--- src/rtl/pixel_ram_arbiter.sv ---
`default_nettype none
// ============================================================================
// pixel_ram_arbiter
// Round-robin owner arbiter for the single-port pixel frame RAM (3 masters).
// Rev 1.0
// ============================================================================
module pixel_ram_arbiter #(
    parameter int NB_ADC  = 12,
    parameter int NB_ADDR = 10
) (
    input  logic                 clk,
    input  logic                 rst,
    input  logic [2:0]           i_req,
    output logic [2:0]           o_gnt,
    input  logic [3*NB_ADDR-1:0] i_addr,
    input  logic [2:0]           i_we,
    input  logic [3*NB_ADC-1:0]  i_wdata,
    output logic [NB_ADDR-1:0]   o_ram_addr,
    output logic                 o_ram_we,
    output logic [NB_ADC-1:0]    o_ram_wdata,
    input  logic [NB_ADC-1:0]    i_ram_rdata,
    output logic [NB_ADC-1:0]    o_rdata,
    output logic [2:0]           o_rvalid,
    output logic                 o_busy,
    input  logic                 i_clr_err,
    output logic                 o_err
);

    typedef enum logic [1:0] {
        S_IDLE  = 2'd0,
        S_GRANT = 2'd1,
        S_TURN  = 2'd2
    } state_t;

    state_t       r_state, w_state_nxt;
    logic [2:0]   r_gnt, w_gnt_nxt;
    logic [1:0]   r_last, w_last_nxt;
    logic [2:0]   r_rtag, w_rtag_nxt;
    logic         r_err;

    logic         w_in_grant;
    logic         w_own_req;
    logic         w_own_we;
    logic         w_illegal;
    logic         w_win_vld;
    logic [1:0]   w_win_idx;
    logic [1:0]   w_cand;

    function automatic logic [1:0] f_next(input logic [1:0] p);
        return (p == 2'd2) ? 2'd0 : p + 2'd1;
    endfunction

    function automatic logic [2:0] f_onehot(input logic [1:0] p);
        case (p)
            2'd0:    return 3'b001;
            2'd1:    return 3'b010;
            2'd2:    return 3'b100;
            default: return 3'b000;
        endcase
    endfunction

    // Round-robin search begins at the port after the previous owner.
    always_comb begin
        w_win_vld = 1'b0;
        w_win_idx = 2'd0;
        w_cand    = f_next(r_last);
        for (int k = 0; k < 3; k++) begin
            if (!w_win_vld && i_req[w_cand]) begin
                w_win_vld = 1'b1;
                w_win_idx = w_cand;
            end
            w_cand = f_next(w_cand);
        end
    end

    assign w_in_grant = (r_state == S_GRANT);

    // r_last holds the current owner while in GRANT.
    always_comb begin
        w_own_req   = 1'b0;
        w_own_we    = 1'b0;
        o_ram_addr  = '0;
        o_ram_wdata = '0;
        if (w_in_grant) begin
            case (r_last)
                2'd0: begin
                    w_own_req   = i_req[0];
                    w_own_we    = i_we[0];
                    o_ram_addr  = i_addr[0*NB_ADDR +: NB_ADDR];
                    o_ram_wdata = i_wdata[0*NB_ADC +: NB_ADC];
                end
                2'd1: begin
                    w_own_req   = i_req[1];
                    w_own_we    = i_we[1];
                    o_ram_addr  = i_addr[1*NB_ADDR +: NB_ADDR];
                    o_ram_wdata = i_wdata[1*NB_ADC +: NB_ADC];
                end
                2'd2: begin
                    w_own_req   = i_req[2];
                    w_own_we    = i_we[2];
                    o_ram_addr  = i_addr[2*NB_ADDR +: NB_ADDR];
                    o_ram_wdata = i_wdata[2*NB_ADC +: NB_ADC];
                end
                default: begin
                    w_own_req = 1'b0;
                end
            endcase
        end
    end

    // State is reset asynchronously, so the write strobe drops with rst.
    assign o_ram_we = w_in_grant & w_own_we;

    always_comb begin
        w_state_nxt = r_state;
        w_gnt_nxt   = r_gnt;
        w_last_nxt  = r_last;
        case (r_state)
            S_IDLE: begin
                if (w_win_vld) begin
                    w_state_nxt = S_GRANT;
                    w_gnt_nxt   = f_onehot(w_win_idx);
                    w_last_nxt  = w_win_idx;
                end
            end
            S_GRANT: begin
                if (!w_own_req) begin
                    w_state_nxt = S_TURN;
                    w_gnt_nxt   = 3'b000;
                end
            end
            S_TURN: begin
                w_state_nxt = S_IDLE;
                w_gnt_nxt   = 3'b000;
            end
            default: begin
                w_state_nxt = S_IDLE;
                w_gnt_nxt   = 3'b000;
            end
        endcase
        w_rtag_nxt = (w_in_grant && !w_own_we) ? r_gnt : 3'b000;
    end

    assign w_illegal = |(i_we & ~r_gnt);

    always_ff @(posedge clk or negedge rst) begin
        if (!rst) begin
            r_state <= S_IDLE;
            r_gnt   <= 3'b000;
            r_last  <= 2'd2;
            r_rtag  <= 3'b000;
            r_err   <= 1'b0;
        end else begin
            r_state <= w_state_nxt;
            r_gnt   <= w_gnt_nxt;
            r_last  <= w_last_nxt;
            r_rtag  <= w_rtag_nxt;
            if (w_illegal) begin
                r_err <= 1'b1;
            end else if (i_clr_err) begin
                r_err <= 1'b0;
            end
        end
    end

    assign o_gnt    = r_gnt;
    assign o_rvalid = r_rtag;
    assign o_rdata  = i_ram_rdata;
    assign o_busy   = (r_state != S_IDLE);
    assign o_err    = r_err;

endmodule
`default_nettype wire

--- config.mk ---
export PLATFORM = sky130hd
export DESIGN_NAME = pixel_ram_arbiter
export DESIGN_NICKNAME = d
export VERILOG_FILES = /design/src/rtl/pixel_ram_arbiter.sv
export SDC_FILE = /design/constraint.sdc
export NUM_CORES = 1
export LEC_CHECK = 0
export CORE_MARGIN = 5
export CORE_UTILIZATION = 28
export DETAILED_ROUTE_END_ITERATION = 16
export PLACE_DENSITY_LB_ADDON = 0.3
export RECOVER_POWER = 100
export SKIP_LAST_GASP = 1
export SLEW_MARGIN = 5
export SYNTH_ARGS = -nofsm -noshare
export SYNTH_HDL_FRONTEND = slang
export SYNTH_SLANG_ARGS = --single-unit
--- constraint.sdc ---
create_clock -name clk -period 1.7 [get_ports clk]
set_input_delay 0.17 -clock clk [delete_from_list [all_inputs] [get_ports clk]]
set_output_delay 0.17 -clock clk [all_outputs]
set_load 0.02 [all_outputs]
==> results.cfg, run 1 <==
[drt]
drt_first_pass_iters = 4
ant_nets = 0
wl_per_cell_um = 14.7
num_vias = 1494
drt_iter0_drc = 41
vias_per_cell = 4.71
route.detailed.drc = 0
wirelength_mm = 4.66

[global_routing]
grt_pass1_wl_mm = 6.38
grt_start_max_net_pins = 25
gr-total-overflow = 0
antenna_found_initial = 0
first_global_vias = 1407
track_usage = 0.144

[placement]
port_buffers = 105
place_congestion = 0.748
dp_hpwl_mm = 3.49
placed_cell_area_um2 = 2280

[cts]
ctsHoldBuffers = 0
cts_tree = built
htreeDepth = 1
cts_buffers = 3
worstSkewPairLatency_ns = 0.23
path_clk_slew_ns = 0.05
cts.sinks = 11
clockRootBuffer = clkbuf_8
clock_path_buffers = 2

[sta]
clock.fmax_mhz = 575
worst_slew_pin_slew_ns = 0.482
fin_skew_ns = 0.00378
report.final.slew_viol_count = 0
period_minus_slack_ns = 1.74
rsz0062_at_grt = yes
fin_tns_setup_ns = -0.0683
finalSetupViolCount = 2
setup_ws_ns = -0.0394
hold_viol_final = 0
fin_crit_sh = 1.02
max_slew_margin = 0.678

[die]
die_w_um = 75.5
ios = 130
dieArea_um2 = 5700
fp-row-count = 23
coreArea_um2 = 4090
die_h_um = 75.5
start_util = 0.294

[logic_synthesis]
synth_flop_cell = dfrtp_1
synth_area_leaders = dfrtp_1, mux2i_1, nor2_1
syn-cell-area_um2 = 1200
yosysWarnings = 0
ys_ff_latch = 11
synthCells = 165
synth_edf_count = 0
avgSynthCellArea_um2 = 7.28
synthTopCellsByCount = nor2_1, mux2i_1, a21oi_1
ys_types = 27
async_reset_ff_frac = 1.00
synth-seq-area-share = 0.230
yosysMostFrequentCell = nor2_1
netlist.area_leader.share = 0.208
yosysTopAreaCell = dfrtp_1
syn_nets = 252

[critical_path]
ff2ff_setup_slack_ns = -0.04
cp_max_fo = 7
cp-start-kind = register
path_class = reg -> reg
arrival_ns = 1.86
crit_required_ns = 1.82
endpoint_kind = register

[finish]
area_delta_synth_final_pct = 97.7
fin_area_um2 = 2370
n_antenna_cell = 0
fin_nets = 355
drive_gt1_frac = 0.191

[power_and_ir_drop]
peakVddDrop_v = 0.000553
leakagePower_nw = 1.05
power.density_nw_per_um2 = 1410

[outcome]
status = finished with violations
violations = negative setup slack

[hold_path]
hold_path.class = in -> async

[run]
cap_viol_max_count = 0
[cells in the final DEF, fill, tap and decap left out, types with 2 or more instances in the layout]
cell type / n
a21oi_1: 22
mux2i_2: 2
buf_12: 3
dfrtp_1: 9
dlygate4sd3_1: 5
buf_6: 2
nor2b_1: 2
mux2i_1: 22
buf_2: 8
nand2b_1: 2
clkdlybuf4s50_1: 76
a32o_1: 3
clkbuf_16: 2
nand2_1: 3
buf_4: 23
inv_1: 6
nor2_1: 51
a22oi_1: 2
o21ai_0: 4
clkbuf_8: 3
[flip-flops by register name, summed over array words and instances, names as in the netlist]
register  flops
o_gnt         3
o_rvalid      3
r_last        2
r_state       2
o_err         1
[logic make-up after synthesis]
logic type,after synthesis,synth area share
AOI/OAI and AO/OA,36,0.195
buffers and inverters,29,0.143
DFF,11,0.230
muxes,25,0.212
and+or+nand+nor,64,0.220
[layer usage]
metal,global-route usage,wire length (µm)
met1,0.157,1720
met2,0.262,2290
met3,0.0435,569
met4,0.0544,80
met5,0,0
[through the flow]
stage | power, mW | hold WS (ns) | util | instances | setup WS (ns)
2_1_floorplan | 1.93 | -0.126 | - | 165 | 0.181
3_3_place_gp | 2.94 | 0.340 | 0.557 | 308 | -0.122
3_5_place_dp | 2.97 | 0.340 | 0.557 | 308 | -0.142
4_1_cts | 3.32 | 0.284 | 0.581 | 314 | -0.0324
5_1_grt | 3.59 | 0.340 | 0.581 | 317 | -0.115
6_report | 3.36 | 0.334 | 0.581 | 317 | -0.0394
[path summary, 6_finish.rpt]
path,from,endpoint,depth (start not counted)
setup / recovery,r_last[0],o_gnt[1],6
hold / removal,rst,r_state[1],1
setup reg to reg,r_last[0],o_gnt[1],6
hold reg to reg,o_err,o_err,2
max in group asynchronous,rst,r_last[0],1
min in group clk,i_ram_rdata[2],o_rdata[2],0
[area by class of cell]
type,instances,area (µm²)
inverter,6,22.5
multi-input combinational,125,774
sequential,11,278
tap,50,62.6
clock buffer,4,45.0
timing repair buffer,121,1190
fill,392,1710
[critical path, cell delays in order (launching register included)]
cell       delay, ns
dfrtp_2         0.49
clkbuf_16       0.20
buf_12          0.13
mux2_4          0.30
a32oi_4         0.19
nand2_2         0.10
a32o_1          0.21
[where the power goes]
part	internal [mW]	total (mW)	switching [mW]
Combinational	1.31	2.66	1.34
Sequential	0.356	0.445	0.0893
Clock	0.164	0.254	0.0903
[what timing repair did]
action,CTS,global route
buffers inserted,0,2
resized for setup,91,27
gates cloned,2,1
pin swaps,0,6
setup endpoints to repair,26,25
(Power assumes the default switching activity.)
==> run 2: changes to the inputs <==
Settings changed: CTS_CLUSTER_SIZE from default to 12.
==> results of run 2 <==
The final DEF is identical to that of run 1; final timing and power are the same.
